$ cat config.mk
export PLATFORM = sky130hd
export DESIGN_NAME = c_registers_irq
export DESIGN_NICKNAME = d
export VERILOG_FILES = /design/src/rtl/c_registers_irq.sv
export SDC_FILE = /design/constraint.sdc
export NUM_CORES = 1
export LEC_CHECK = 0
export ABC_CLOCK_PERIOD_IN_PS = 2500
export CAP_MARGIN = 25
export CORE_ASPECT_RATIO = 0.8
export CORE_MARGIN = 2
export CORE_UTILIZATION = 50
export CTS_BUF_LIST = sky130_fd_sc_hd__clkbuf_4
export DETAILED_ROUTE_END_ITERATION = 6
export GPL_TIMING_DRIVEN = 0
export PLACE_DENSITY = 0.8
export SYNTH_ARGS = -nofsm -noshare
export SYNTH_HDL_FRONTEND = slang
export SYNTH_SLANG_ARGS = --single-unit
$ cat constraint.sdc
create_clock -name clk -period 2.5 [get_ports clk]
set_input_delay 0.25 -clock clk [delete_from_list [all_inputs] [get_ports clk]]
set_output_delay 0.25 -clock clk [all_outputs]
set_load 0.02 [all_outputs]
$ cat src/rtl/c_registers_irq.sv
// c_registers_irq: ZKTC control registers (PC/SP/PSR/TR/PPC/PPSR/IPR) with maskable IRQs; CREG_TIMER_IRQ_EN adds a timer-wrap source at pend bit NIRQ
module c_registers_irq #(
    parameter int XLEN = 16,
    parameter int NIRQ = 4,
    parameter logic [XLEN-1:0] PC_INIT = 16'hB000,
    parameter logic [XLEN-1:0] PC_EXC = 16'h0000,
    parameter logic [XLEN-1:0] PC_IRQ = 16'h0004,
`ifdef CREG_TIMER_IRQ_EN
    localparam int NSRC = NIRQ + 1,
`else
    localparam int NSRC = NIRQ,
`endif
    localparam int CW = (NSRC > 8) ? 4 : 3
) (
    input  logic            clk,
    input  logic            rst_n,
    input  logic            ill_inst,
    input  logic            trap,
    input  logic            rfi,
    input  logic [NIRQ-1:0] irq,
    input  logic [2:0]      raddr,
    output logic [XLEN-1:0] rdata,
    output logic [XLEN-1:0] pc_out,
    output logic [XLEN-1:0] psr_out,
    input  logic            wen,
    input  logic [2:0]      waddr,
    input  logic [XLEN-1:0] wdata,
    input  logic            pc_wen,
    input  logic [XLEN-1:0] next_pc,
    input  logic            tr_wen,
    input  logic            tr_ren,
    output logic            irq_taken,
    output logic [CW-1:0]   irq_cause
);
    logic [XLEN-1:0] pc, sp, psr, tlr, thr, ppc, ppsr;
    logic [2*XLEN-1:0] tr;
    logic [NIRQ-1:0] s1, s2, prev;
    logic [NSRC-1:0] pend, elig, rise, w1c, clr;
    logic [CW-1:0] k;
    logic take;

    assign pc_out = pc;
    assign psr_out = psr;
    assign elig = pend & psr[4 +: NSRC] & {NSRC{psr[3]}};
    assign take = pc_wen & |elig & ~ill_inst & ~trap & ~rfi;
`ifdef CREG_TIMER_IRQ_EN
    assign rise = {&tr & ~tr_wen, s2 & ~prev};
`else
    assign rise = s2 & ~prev;
`endif
    assign w1c = (wen && waddr == 3'd7) ? wdata[NSRC-1:0] : '0;
    assign clr = take ? NSRC'(1) << k : '0;

    // lowest-index eligible source wins
    always_comb begin
        k = '0;
        for (int i = NSRC - 1; i >= 0; i--) if (elig[i]) k = CW'(i);
    end

    // combinational CSR read port
    always_comb begin
        case (raddr)
            3'd1: rdata = sp;
            3'd2: rdata = psr;
            3'd3: rdata = tlr;
            3'd4: rdata = thr;
            3'd5: rdata = ppc;
            3'd6: rdata = ppsr;
            3'd7: rdata = XLEN'(pend);
            default: rdata = '0;
        endcase
    end

    // irq synchroniser, edge detect and pending bits (a new edge beats W1C and entry clear)
    always_ff @(posedge clk or negedge rst_n) begin
        if (!rst_n) begin
            s1 <= '0;
            s2 <= '0;
            prev <= '0;
            pend <= '0;
        end else begin
            s1 <= irq;
            s2 <= s1;
            prev <= s2;
            pend <= (pend & ~w1c & ~clr) | rise;
        end
    end

    // timer, CSR writes and control-flow events; later assignments carry higher priority
    always_ff @(posedge clk or negedge rst_n) begin
        if (!rst_n) begin
            pc <= PC_INIT;
            sp <= '0;
            psr <= '0;
            tlr <= '0;
            thr <= '0;
            ppc <= '0;
            ppsr <= '0;
            tr <= '0;
        end else begin
            tr <= tr_wen ? {thr, tlr} : tr + 1'b1;
            if (tr_ren) tlr <= tr[XLEN-1:0];
            if (tr_ren) thr <= tr[2*XLEN-1:XLEN];
            if (wen) begin
                case (waddr)
                    3'd1: sp <= wdata;
                    3'd2: psr <= wdata;
                    3'd3: tlr <= wdata;
                    3'd4: thr <= wdata;
                    3'd5: ppc <= wdata;
                    3'd6: ppsr <= wdata;
                    default: ;
                endcase
            end
            if (ill_inst || trap) begin
                pc <= PC_EXC;
                ppc <= pc + XLEN'(2);
                ppsr <= psr;
                psr <= XLEN'(ill_inst ? 3'b011 : 3'b101);
            end else if (take) begin
                pc <= PC_IRQ;
                ppc <= next_pc;
                ppsr <= psr;
                psr <= XLEN'(3'b111);
            end else if (rfi) begin
                pc <= ppc;
                psr <= ppsr;
            end else if (pc_wen) begin
                pc <= next_pc;
            end
        end
    end

    // registered interrupt-entry pulse and cause
    always_ff @(posedge clk or negedge rst_n) begin
        if (!rst_n) begin
            irq_taken <= 1'b0;
            irq_cause <= '0;
        end else begin
            irq_taken <= take;
            irq_cause <= take ? k : '0;
        end
    end
endmodule
==> Word level (Yosys, flattened, before mapping) <==
Cells that the tools add are included.
Widths: inputs -> output; s select.
{ "totals": {"out_inout_bits": 52, "reg_bits": 164, "inputBits": 51} }
{ "classes": {"n_bitwise": 16, "n_addsub": 2, "eq_ne": 14, "reduce_logical": 13, "mux": 33, "shifts": 1} }
{ "op_table": {"columns": ["cell", "count"], "rows": [
  ["$mux 16", 23],
  ["$pmux 16 s7", 1],
  ["$add 32x1->32 const B", 1],
  ["$mux 32", 1],
  ["$eq 3x3->1 const B", 8],
  ["$and 4x4->4", 5],
  ["$add 16x2->16 const B", 1],
  ["$eq 3x2->1 const B", 4],
  ["$not 4->4", 3],
  ["$reduce_bool 4->1", 3],
  ["$reduce_bool 3->1", 3],
  ["$mux 2", 4],
  ["$mux 4", 2],
  ["$reduce_and 2->1", 4],
  ["$eq 3x1->1 const B", 2],
  ["$mux 3", 2],
  ["$and 1x1->1", 4],
  ["$or 4x4->4", 1],
  ["$reduce_or 4->1", 1],
  ["$shl 1x3->4 const A", 1],
  ["$not 1->1", 3],
  ["$logic_and 1x1->1", 1],
  ["$logic_or 1x1->1", 1]
]} }

==> Logic depth before layout (Yosys ltp) <==
{ "logic_depth": {"depth_word": 11, "mapped_depth": 8} }

==> Worst setup path before layout <==
No wires, ideal clock.
{ "synth_timing": {"path_type": "register to register", "start": "register psr[5] (netlist: psr_out[5])", "end": "register psr[14] (netlist: psr_out[14])", "n_path_buf": 1, "synth_period_minus_slack_ps": 1849, "t_arrival_ps": 1726, "path_stages_with_launch": 7, "slack_ps": 651, "required_ps": 2377, "cell_sequence": "dfrtp_1 -> a22oi_4 -> a21oi_2 -> a2111oi_4 -> nand2b_2 -> buf_6 -> o21ai_1"} }
{ "synth_via": {"elab_chain_cells": 9} }
{ "synth_lines": {"columns": ["element", "line_no", "rtl"], "rows": [
  ["from (decl)", "35", "logic [XLEN-1:0] pc, sp, psr, tlr, thr, ppc, ppsr;"],
  ["from (signal assigned)", "107", "3'd2: psr <= wdata;"],
  ["from (signal assigned)", "119", "psr <= XLEN'(ill_inst ? 3'b011 : 3'b101);"],
  ["from (signal assigned)", "124", "psr <= XLEN'(3'b111);"],
  ["$and 4x4->4 * (2 in series)", "44", "assign elig = pend & psr[4 +: NSRC] & {NSRC{psr[3]}};"],
  ["$reduce_or 4->1 *", "45", "assign take = pc_wen & |elig & ~ill_inst & ~trap & ~rfi;"],
  ["$and 1x1->1 * (4 in series)", "45", null],
  ["$reduce_bool 4->1 (no source line) / $mux 16 (equally long branches)", null, null],
  ["$reduce_and 2->1 (no source line) / $mux 16 (equally long branches)", null, null]
]} }
Mark *: on every way between the ends. The rest lies on a longest branch, timed or not.
A chain may end at the register's enable or synchronous reset.

==> Final worst setup path <==
{ "layout_timing": {"start": "input raddr[1]", "end": "output rdata[7]"} }
{ "layout_via": {"elab_chain_cells": 2} }
{ "layout_lines": {"columns": ["element", "line_no", "rtl"], "rows": [
  ["from (decl)", "21", "input logic [2:0] raddr,"],
  ["$eq 3x3->1, or another cell as far along", "62", "case (raddr)"],
  ["$pmux 16 s7 *", "62", null],
  ["to (decl)", "22", "output logic [XLEN-1:0] rdata,"]
]} }
Marked as above.

==> flow_summary.json <==
{
  "clk_latency_ns": 0.60,
  "slew_headroom_pct": 48.5,
  "route.antenna.remaining_nets": 0,
  "drt-total-wl_um": 27300,
  "htreeDepth": 4,
  "synth_compound_area_share_pct": 15.9,
  "hold_class": "input pin to flop",
  "antenna_found_initial": 0,
  "worstHoldEndpoint": "s1[0]",
  "fin_crit_ns": 2.41,
  "synth_ff_type": "dfrtp_1",
  "min_path_cells": 1,
  "grt_pass1_vias": 7259,
  "drc_errors": 0,
  "power.total_mw": 6.40,
  "antenna_cells": 0,
  "synthMuxAreaShare_pct": 13.7,
  "cp_slowest_cell": "clkdlybuf4s50_1",
  "pwr_density_cell_mw_per_mm2": 621,
  "setup_tns_ns": 0,
  "numCtsBuffers": 17,
  "peakVddDrop_mv": 0.391,
  "cp_data_required_time_ns": 2.25,
  "final_util_pct": 59.7,
  "grt_pass1_wl_um": 42000,
  "leakagePower_nw": 4.50,
  "critPathKind": "input pin to primary output",
  "r2r-end": "psr_out[2]",
  "synth_edf_count": 0,
  "port-buffer-count": 97,
  "synth-simple-area-share_pct": 15.4,
  "n_fill_cell": 1485,
  "vias": 7735,
  "finalHoldViolations": 0,
  "dieArea_mm2": 0.0186,
  "clock-sinks": 163,
  "min_from": "irq[0]",
  "cts_tree": "built",
  "syn_nets": 954,
  "arrival_ns": 2.16,
  "syn-mean-instance-area_um2": 9.74,
  "synth-adder-area-share_pct": 0.285,
  "drive_gt1_share_pct": 11.7,
  "end_kind": "primary output",
  "crit_fanout": 6,
  "synth_area_mm2": 0.00878,
  "clock-skew-final_ns": 0.0228,
  "drv_cap": 0,
  "syn2layout_area_growth_pct": 17.4,
  "finalMaxSlewViolations": 0,
  "worst_pin_slew_ns": 0.773,
  "outcome": "finished clean",
  "die_x_um": 152,
  "cts.path.max_buffers": 2,
  "cpPeakStageDelay_ns": 0.53,
  "synthDistinctLibCells": 67,
  "wl_per_cell_um": 21.8,
  "dp.final_hpwl_um": 20200,
  "synth_top_family_by_area": "compound AO/OA/AOI/OAI gates",
  "root_buffer": "clkbuf_4",
  "post_cts_buffers": 0,
  "critPathLaunchType": "input pin",
  "place_congestion": 1.01,
  "r2r-start": "psr_out[7]",
  "ys_seq_area_share_pct": 46.5,
  "ys_warn_count": 0,
  "synth-async-reset-ratio_pct": 100,
  "final_common_cell": "dfrtp_1",
  "num_rows": 43,
  "overflow": 0,
  "layout_common_cells": "dfrtp_1, nand2_1, o21ai_0, mux2i_1, clkdlybuf4s50_1",
  "placed_cell_area_mm2": 0.0101,
  "pin_count": 103,
  "vias_per_cell": 6.16,
  "fmax_mhz": 415,
  "synth-xor-area-share_pct": 4.19,
  "worst_slack_ns": 0.0886,
  "dp_slack_ns": -0.644,
  "rrSetupSlack_ns": 0.27,
  "nets": 1073,
  "start_util_pct": 50.8,
  "fin_crit_sh_pct": 96.5,
  "die_height_um": 123,
  "dr.pass1.iters": 6,
  "cts.clk_slew.worst_paths_ns": 0.15,
  "r2r_cells": 6,
  "track_usage_pct": 29.6,
  "synth-seq-cells": 163,
  "design_area_mm2": 0.0103,
  "rsz0062_at_grt": "false",
  "synthCells": 901,
  "drt_iter0_drc": 972,
  "crit_chain": "clkdlybuf4s50_1 -> nor2_1 -> a22oi_1 -> o21ai_0 -> dlygate4sd2_1",
  "grt_start_max_net_pins": 110,
  "setup_viol": 0,
  "core-area_mm2": 0.0173
}
[cell usage after synthesis, types with 8 or more instances]
master      n  area (um2)
nor3_1      9        45.0
inv_1      15        56.3
o21ai_2     9        78.8
nand3_1    21         105
nor2_1     62         233
o21ai_0    92         460
nand4_1    16         100
and4_1      8        70.1
a21oi_1    54         270
clkbuf_1   32         120
buf_2      13        65.1
nand2_1   125         469
dfrtp_1   160        4000
mux2_2     27         304
a221oi_1   15         131
xor2_1     33         289
and3_1      9        56.3
nor2b_1    10        62.6
xnor2_1     9        78.8
mux2i_1    83         831
[how the worst max path moves through the flow]
stage | from | end | slack, ns | cells after the start
3_3_place_gp | rst_n | tr[5] | -5.53 | 1
5_1_grt | raddr[1] | rdata[7] | 0.02 | 6
4_1_cts | raddr[1] | rdata[13] | 0.1 | 6
3_5_place_dp | raddr[2] | rdata[13] | -0.64 | 6
6_report | raddr[1] | rdata[7] | 0.09 | 5
2_1_floorplan | psr_out[5] | psr_out[14] | 0.65 | 6
[stage by stage]
stage | instances | hold slack (ns)
6_report | 1255 | 0.0646
4_1_cts | 1255 | 0.0579
5_1_grt | 1255 | 0.0444
3_3_place_gp | 1223 | 0.334
2_1_floorplan | 901 | -0.0456
3_5_place_dp | 1224 | 0.197
[layer usage]
| metal | vias to the layer above | track usage (%) | wire length [um] | share of wire [%] |
|---|---|---|---|---|
| met4 | 0 | 9.75 | 673 | 2.5 |
| met1 | 3803 | 43.2 | 12000 | 44 |
| met5 | - | 0 | 0 | 0 |
| met2 | 433 | 42.7 | 11600 | 42 |
| li1 | 3447 | - | - | - |
| met3 | 52 | 8.47 | 3060 | 11 |
[cell families after synthesis]
kind of cell               Yosys count
AOI/OAI and AO/OA                  221
xor gates and xnor gates            42
adders and majority gates            2
buffers and inverters               72
DFF                                163
muxes                              113
other                                1
and+or+nand+nor                    287
[report_power, final]
| part | internal (mW) | switching (mW) |
|---|---|---|
| Combinational | 0.660 | 0.771 |
| Clock | 0.392 | 0.965 |
| Sequential | 3.07 | 0.539 |
| Total | 4.12 | 2.28 |
[registers in the layout, indices dropped and copies added, names as in the netlist]
signal / count
prev: 4
ppsr: 16
s2: 4
pc_out: 16
tr: 32
tlr: 16
thr: 16
psr_out: 16
irq_cause: 2
irq_taken: 1
ppc: 16
pend: 4
sp: 16
s1: 4
[critical path: cells and delay by family]
family                 cells  cell delay (ns)
buffers and inverters      2             0.91
AND/OR/NAND/NOR            1             0.51
AO/OA/AOI/OAI              2             0.48
[what timing repair did]
| item | in CTS | in global routing |
|---|---|---|
| hold endpoints to repair | 55 | 0 |
| hold buffers | 2 | 0 |
| gates resized for setup | 37 | 1 |
| endpoints found under the setup margin | 16 | 1 |
[cell type report]
type                            count  area, um2  area share (%)
Buffer                             56        310            3.01
Clock buffer                       19        143            1.38
Clock inverter                     10       66.3           0.643
Inverter                           16       61.3           0.595
Multi-Input combinational cell    666       4360            42.3
Sequential cell                   163       4090            39.6
Tap cell                          225        282            2.73
Timing Repair Buffer              100       1000            9.72
(Power assumes the default switching activity.)
